--- src/rtl/i2c_cmd_sequencer.sv ---
// i2c_cmd_sequencer: queues host I2C commands and issues them one at a time to i2c_master
module i2c_cmd_sequencer #(
  parameter int ADDR_BYTES = 1,
  parameter int DATA_BYTES = 2,
  parameter int ST_WIDTH = 1 + ADDR_BYTES + DATA_BYTES,
  parameter int REG_ADDR_WIDTH = 8 * ADDR_BYTES,
  parameter int CMD_DEPTH = 4,
  parameter int TIMEOUT = 65535
) (
  input  logic                      clk,
  input  logic                      reset,
  input  logic                      cmd_valid,
  output logic                      cmd_ready,
  input  logic                      cmd_rw,
  input  logic                      cmd_mode,
  input  logic [6:0]                cmd_chip_addr,
  input  logic [REG_ADDR_WIDTH-1:0] cmd_reg_addr,
  input  logic [8*DATA_BYTES-1:0]   cmd_data,
  output logic                      rsp_valid,
  input  logic                      rsp_ready,
  output logic [ST_WIDTH-1:0]       rsp_status,
  output logic [8*DATA_BYTES-1:0]   rsp_data,
  output logic                      rsp_nack,
  output logic                      rsp_timeout,
  output logic                      seq_busy,
  output logic [6:0]                m_chip_addr,
  output logic [REG_ADDR_WIDTH-1:0] m_reg_addr,
  output logic [8*DATA_BYTES-1:0]   m_data_in,
  output logic                      m_write_en,
  output logic                      m_write_mode,
  output logic                      m_read_en,
  input  logic                      m_done,
  input  logic                      m_busy,
  input  logic [ST_WIDTH-1:0]       m_status,
  input  logic [8*DATA_BYTES-1:0]   m_data_out
);
  localparam int DW = 8 * DATA_BYTES;
  localparam int EW = 2 + 7 + REG_ADDR_WIDTH + DW;
  localparam int PW = $clog2(CMD_DEPTH);
  localparam int CW = PW + 1;
  localparam int TW = $clog2(TIMEOUT);
  typedef enum logic [1:0] {IDLE, ISSUE, WAIT_DONE, RESP} state_t;
  state_t state;
  logic [EW-1:0] mem [CMD_DEPTH];
  logic [PW-1:0] wr_ptr, rd_ptr;
  logic [CW-1:0] count, count_nxt;
  logic [TW-1:0] timer;
  logic rw, push, pop;
  assign push = cmd_valid & cmd_ready;
  assign pop = (state == IDLE) & (count != '0) & ~m_busy;
  assign count_nxt = count + CW'(push) - CW'(pop);
  assign seq_busy = (state != IDLE) | (count != '0);
  always_ff @(posedge clk) begin
    if (push) mem[wr_ptr] <= {cmd_rw, cmd_mode, cmd_chip_addr, cmd_reg_addr, cmd_data};
  end
  always_ff @(posedge clk or posedge reset) begin
    if (reset) begin
      state <= IDLE;
      wr_ptr <= '0;
      rd_ptr <= '0;
      count <= '0;
      cmd_ready <= 1'b1;
      timer <= '0;
      rw <= 1'b0;
      m_chip_addr <= '0;
      m_reg_addr <= '0;
      m_data_in <= '0;
      m_write_en <= 1'b0;
      m_write_mode <= 1'b0;
      m_read_en <= 1'b0;
      rsp_valid <= 1'b0;
      rsp_status <= '0;
      rsp_data <= '0;
      rsp_nack <= 1'b0;
      rsp_timeout <= 1'b0;
    end else begin
      if (push) wr_ptr <= wr_ptr + PW'(1);
      if (pop) rd_ptr <= rd_ptr + PW'(1);
      count <= count_nxt;
      cmd_ready <= count_nxt != CW'(CMD_DEPTH);
      m_write_en <= 1'b0;
      m_read_en <= 1'b0;
      case (state)
        IDLE: if (pop) begin
          {rw, m_write_mode, m_chip_addr, m_reg_addr, m_data_in} <= mem[rd_ptr];
          state <= ISSUE;
        end
        ISSUE: begin
          m_read_en <= rw;
          m_write_en <= ~rw;
          timer <= '0;
          state <= WAIT_DONE;
        end
        WAIT_DONE: begin
          timer <= timer + TW'(1);
          // a done arriving on the last allowed cycle still counts as success
          if (m_done) begin
            rsp_status <= m_status;
            rsp_data <= rw ? m_data_out : '0;
            rsp_nack <= |m_status;
            rsp_timeout <= 1'b0;
            rsp_valid <= 1'b1;
            state <= RESP;
          end else if (timer == TW'(TIMEOUT - 1)) begin
            rsp_status <= '0;
            rsp_data <= '0;
            rsp_nack <= 1'b0;
            rsp_timeout <= 1'b1;
            rsp_valid <= 1'b1;
            state <= RESP;
          end
        end
        RESP: if (rsp_ready) begin
          rsp_valid <= 1'b0;
          state <= IDLE;
        end
        default: state <= IDLE;
      endcase
    end
  end
endmodule
--- config.mk ---
export PLATFORM = sky130hd
export DESIGN_NAME = i2c_cmd_sequencer
export DESIGN_NICKNAME = d
export VERILOG_FILES = /design/src/rtl/i2c_cmd_sequencer.sv
export SDC_FILE = /design/constraint.sdc
export NUM_CORES = 1
export LEC_CHECK = 0
export CELL_PAD_IN_SITES_DETAIL_PLACEMENT = 1
export CELL_PAD_IN_SITES_GLOBAL_PLACEMENT = 1
export CORE_AREA = 2 2 100 198
export DETAILED_ROUTE_END_ITERATION = 10
export DIE_AREA = 0 0 102 200
export PLACE_DENSITY_LB_ADDON = 0.2
export SLEW_MARGIN = 30
export SYNTH_ARGS = -nofsm -noshare
export SYNTH_HDL_FRONTEND = slang
export SYNTH_SLANG_ARGS = --single-unit
--- constraint.sdc ---
create_clock -name clk -period 3.59 [get_ports clk]
set_input_delay 0.359 -clock clk [delete_from_list [all_inputs] [get_ports clk]]
set_output_delay 0.359 -clock clk [all_outputs]
set_load 0.02 [all_outputs]
Word level (Yosys, flattened, before mapping)
Memory sizes are Yosys's and may differ from the RTL's. A register that Yosys moved wholly into a read port is not among the register bits.
Cells that the tools add are included.
{"block": "op_classes", "addsub": 5, "mul": 0, "div": 0, "magnitude_cmp": 0, "n_eq_ne": 8, "shift": 0, "mux": 22, "bitwise_logic": 6, "reduce_logical": 11}
{"op": "2-to-1 mux 16 bit", "count": 3}
{"op": "one-hot mux 16 bit (2 select lines)", "count": 1}
{"op": "adder 16 x 1 -> 16 bit, second input constant", "count": 1}
{"op": "== test 16 bit, second input constant", "count": 1}
{"op": "2-to-1 mux 1 bit", "count": 10}
{"op": "2-to-1 mux 2 bit", "count": 4}
{"op": "2-to-1 mux 4 bit", "count": 2}
{"op": "one-hot mux 2 bit (4 select lines)", "count": 1}
{"op": "nonzero test 2 bit", "count": 4}
{"op": "!= test 3 bit, second input constant", "count": 2}
{"op": "AND reduction 3 bit", "count": 2}
{"op": "adder 2 x 1 -> 2 bit, second input constant", "count": 2}
{"op": "== test 2 bit, second input constant", "count": 2}
{"op": "!= test 2 bit, second input constant", "count": 2}
{"op": "AND reduction 2 bit", "count": 2}
{"op": "OR reduction 4 bit", "count": 1}
{"op": "adder 3 x 1 -> 3 bit", "count": 1}
{"op": "AND 1 bit", "count": 3}
{"op": "nonzero test 3 bit", "count": 1}
{"op": "subtractor 3 x 1 -> 3 bit", "count": 1}
{"op": "== test 2 x 1 -> 1 bit, second input constant", "count": 1}
{"op": "logical NOT 2 bit", "count": 1}
{"op": "inverter 1 bit", "count": 2}
{"op": "one-hot mux 1 bit (2 select lines)", "count": 1}
{"op": "bitwise OR 1 bit", "count": 1}
{"block": "word_totals", "register_bits": 51, "latch_bits": 0, "mem_bits_rw": 132, "rom_bits": 0, "inputBits": 59, "n_memories": 1}
{"memory": "mem", "words": 4, "word_bits": 33, "rd": 1, "rd_ports_with_merged_regs": 1, "write_ports": 1, "line": "44", "rtl": "logic [EW-1:0] mem [CMD_DEPTH];"}

Longest topological paths before layout
{"block": "logic_depth", "word_depth": 5, "mapped_depth": 13, "mapped_depth_nobuf": 11}

Least setup slack after synthesis
No wires, ideal clock.
{"block": "synth_timing", "path_type": "register to register", "start": "register state[0]", "end": "register cmd_ready", "t_arrival_ns": 2.591, "t_required_ns": 3.504, "slack_ns": 0.913, "stages_incl_launch_ff": 14, "path_cell_list": "dfrtp_1 -> inv_1 -> ha_1 -> nor3b_1 -> clkbuf_1 -> buf_2 -> ha_1 -> inv_1 -> ha_1 -> inv_1 -> fa_1 -> xnor2_1 -> xnor2_1 -> nand3b_1"}
{"block": "synth_via", "elab_chain_len": 5}
{"element": "from (decl)", "line": "43", "rtl": "state_t state;"}
{"element": "from (signal assigned)", "line": "58", "rtl": "state <= IDLE;"}
{"element": "from (signal assigned)", "line": "86", "rtl": "state <= ISSUE;"}
{"element": "from (signal assigned)", "line": "92", "rtl": "state <= WAIT_DONE;"}
{"element": "logical NOT 2 bit", "line": "50", "rtl": "assign pop = (state == IDLE) & (count != '0) & ~m_busy;"}
{"element": "AND 1 bit (2 in a row)", "line": "50"}
{"element": "named net pop", "line": "48", "rtl": "logic rw, push, pop;"}
{"element": "subtractor 3 x 1 -> 3 bit", "line": "51", "rtl": "assign count_nxt = count + CW'(push) - CW'(pop);"}
{"element": "named net count_nxt[2]", "line": "46", "rtl": "logic [CW-1:0] count, count_nxt;"}
{"element": "!= test 3 bit", "line": "80", "rtl": "cmd_ready <= count_nxt != CW'(CMD_DEPTH);"}
{"element": "to (signal assigned)", "line": "80"}
{"element": "to (decl)", "line": "13", "rtl": "output logic cmd_ready,"}
The timed path passes the listed nets, and every way through them passes these cells.
A chain may end at the register's enable or synchronous reset.

Worst setup path after layout
{"block": "layout_timing", "start": "register state[0]", "end": "register timer[15]"}
{"block": "layout_via", "elab_chain_len": 2}
{"element": "== test 2 bit or == test 2 x 1 -> 1 bit (tied branches)", "line": "83", "rtl": "case (state)"}
{"element": "one-hot mux 16 bit (2 select lines) or nonzero test 2 bit (tied branches)"}
{"element": "to (signal assigned)", "line": "95", "rtl": "timer <= timer + TW'(1);"}
{"element": "to (decl)", "line": "47", "rtl": "logic [TW-1:0] timer;"}
Several ways; a longest one is shown, not always the timed one.

==> results.cfg <==
[yosys]
synthTopCellsByArea = edfxtp_1, dfrtp_1, mux4_2, mux2_2, a22o_1
synth_common_cells = edfxtp_1, dfrtp_1, mux2_2, mux4_2, a22o_1
yosysMostFrequentCell = edfxtp_1
synth_edf_count = 132
synth_area_leader_cell = edfxtp_1
synth_top_area_frac = 0.477
ys.flop_type = edfxtp_1
ys_ff_latch = 216
synth.distinct_cells = 39
async_flop_share = 0.389
synth_warnings = 0
syn_area_um2 = 8310
synth_fp_nets = 519
synth_cells = 446
syn_avg_cell_area_um2 = 18.6
synth_seq_area_share = 0.730

[sta]
tightest_slew_ns = 0.910
post-route-period-util = 0.677
rsz0062_at_grt = no
worst_clock_skew_ns = 0.0106
finalSetupViolations = 0
maxSlewViolCount = 0
hold_viol_final = 0
max-slew-margin-rel = 0.393
fmax_mhz = 411
finalCriticalPeriod_ns = 2.43
setup-tns-final_ns = 0

[grt]
grtUsageMet3 = 0.0254
grtUsageTotal = 0.178
use_met2 = 0.338
grt_max_degree = 78
globalRoute.totalOverflow = 0
grt_util_met1 = 0.198
first_global_vias = 5033
grt_first_pass_wirelength_um = 27600
grt_busiest_layer = met2
antenna_found_initial = 0

[detailed_routing]
antenna_left = 0
firstDrtPassIters = 4
drc = 0
drt-initial-drc-count = 160
vias = 4452
vias_per_cell = 5.30
wl_um = 17400
drt-wirelength-per-cell_um = 20.7

[worst_setup_path]
start_kind = register
arrival_ns = 2.77
path_max_fanout = 12
ff2ff_path_depth = 7
crit_type = reg -> reg
worst_setup_path_end_kind = register
rrSetupSlack_ns = 1.16
cp_data_required_time_ns = 3.93
rr_endpoint = timer[15]$_DFFE_PP0P_
worstReg2RegStart = state[0]$_DFFE_PP0P_
cp-startpoint = state[0]$_DFFE_PP0P_

[clock_network]
worstSkewPairLatency_ns = 0.49
tritoncts = done
post_cts_buffers = 0
clockBufferDepth = 3
holdBufCountCts = 0
cts.sinks = 216
htree_num_levels = 1
clock-root-buffer = clkbuf_16
path_clk_slew_ns = 0.07
cts_buffers = 20
cts.repair.resized = 0

[finish]
final_core_util = 0.553
drive_gt1_frac = 0.197
synthToLayoutAreaGrowth_pct = 25.4
n_antenna_cell = 0
fill_cells = 1730
fin_cells = 840
finalNetCount = 644

[pwr]
vdd_drop_max_uv = 477
leakagePower_nw = 3.85
power_density_nw_per_um2 = 824

[placement]
port_buffers = 117
post-dp-hpwl_um = 11100
place_inst = 804
place.gp.congestion = 0.760

[floorplanning]
start_util = 0.441
die_h_um = 200
die-area_um2 = 20400
dieWidth_um = 102
rows = 71
core_area_um2 = 18800
ios = 118

[min_path]
hold_path_class = in -> async

[outcome]
outcome = finished, final reports clean

[flow_run]
maxCapViolCount = 0
-- power breakdown --
| group | total [W] | internal (W) | switching (W) | leakage, nW |
|---|---|---|---|---|
| logic | 0.00272 | 0.00142 | 0.00130 | 1.27 |
| clock network | 0.00212 | 0.00123 | 0.000891 | 0.318 |
| registers | 0.00375 | 0.00332 | 0.000432 | 2.26 |
| total | 0.00859 | 0.00597 | 0.00262 | 3.85 |
-- worst max-delay path by stage --
stage	to	slack, ns	depth (start not counted)
2_1_floorplan	cmd_ready$_DFF_PP1_	0.91	13
3_3_place_gp	cmd_ready$_DFF_PP1_	1.15	10
3_5_place_dp	cmd_ready$_DFF_PP1_	1.05	10
4_1_cts	seq_busy	1.19	3
5_1_grt	timer[11]$_DFFE_PP0P_	1.01	7
6_report	timer[15]$_DFFE_PP0P_	1.16	7
-- worst max-delay path, cell delays in order, from the launching register on --
cell     delay [ns]
dfrtp_1        0.41
inv_1          0.10
ha_1           0.54
nand2_1        0.18
nor4_1         0.60
nor2b_1        0.26
xnor2_1        0.14
nor2_1         0.06
-- cell type report --
| class | instances | area (µm²) | share of cell area |
|---|---|---|---|
| timing repair buffer | 122 | 1210 | 0.116 |
| clock buffer | 28 | 552 | 0.0529 |
| clock inverter | 8 | 97.6 | 0.00936 |
| inverter | 13 | 53.8 | 0.00516 |
| multi-input combinational | 198 | 2120 | 0.204 |
| sequential | 216 | 6070 | 0.582 |
| tap | 255 | 319 | 0.0306 |
-- flip-flops by register name (all words and copies together) (netlist names) --
name,flops
cmd_ready,1
count,3
m_chip_addr,7
m_data_in,16
m_read_en,1
m_reg_addr,8
m_write_en,1
m_write_mode,1
mem,132
rd_ptr,2
rsp_data,16
rsp_nack,1
rsp_status,4
rsp_timeout,1
rsp_valid,1
rw,1
state,2
timer,16
wr_ptr,2
-- per-layer routing --
metal | vias up | wire (µm)
met3 | 37 | 648
li1 | 1965 | -
met2 | 108 | 9950
met5 | - | 0
met4 | 0 | 605
met1 | 2342 | 6180
-- through the flow --
step | power [W] | hold WS [ns] | cell area [µm²] | setup slack [ns]
floorplan | 0.00541 | 0.426 | 8310 | 0.913
global placement | 0.00647 | 0.451 | 9760 | 1.15
detailed placement | 0.00658 | 0.457 | 9760 | 1.05
CTS | 0.00873 | 0.401 | 10400 | 1.19
global route | 0.00906 | 0.424 | 10400 | 1.01
finish | 0.00859 | 0.353 | 10400 | 1.16
-- cells by family after synthesis --
group                      Yosys count  share of synthesized area
and+or+nand+nor                     63                     0.0396
adders and majority gates           14                     0.0220
DFF                                216                      0.730
buffers and inverters               32                     0.0173
muxes                               69                      0.138
xor gates and xnor gates            15                     0.0158
AOI/OAI and AO/OA                   37                     0.0372
-- cells in the final DEF (no fill, tap or decap), types with 5 or more instances in the layout --
master,Yosys,routed
clkbuf_1,9,7
xor2_1,6,6
edfxtp_1,132,132
a22o_1,21,21
nor2_1,12,12
mux2_2,35,35
o21ai_0,7,7
nand2_1,19,19
nand3_1,7,7
clkdlybuf4s50_1,0,117
inv_1,13,12
ha_1,13,13
clkbuf_16,0,21
xnor2_1,9,9
mux4_2,33,33
buf_4,0,5
dfrtp_1,83,81
Power figures use the tool's default switching activity.
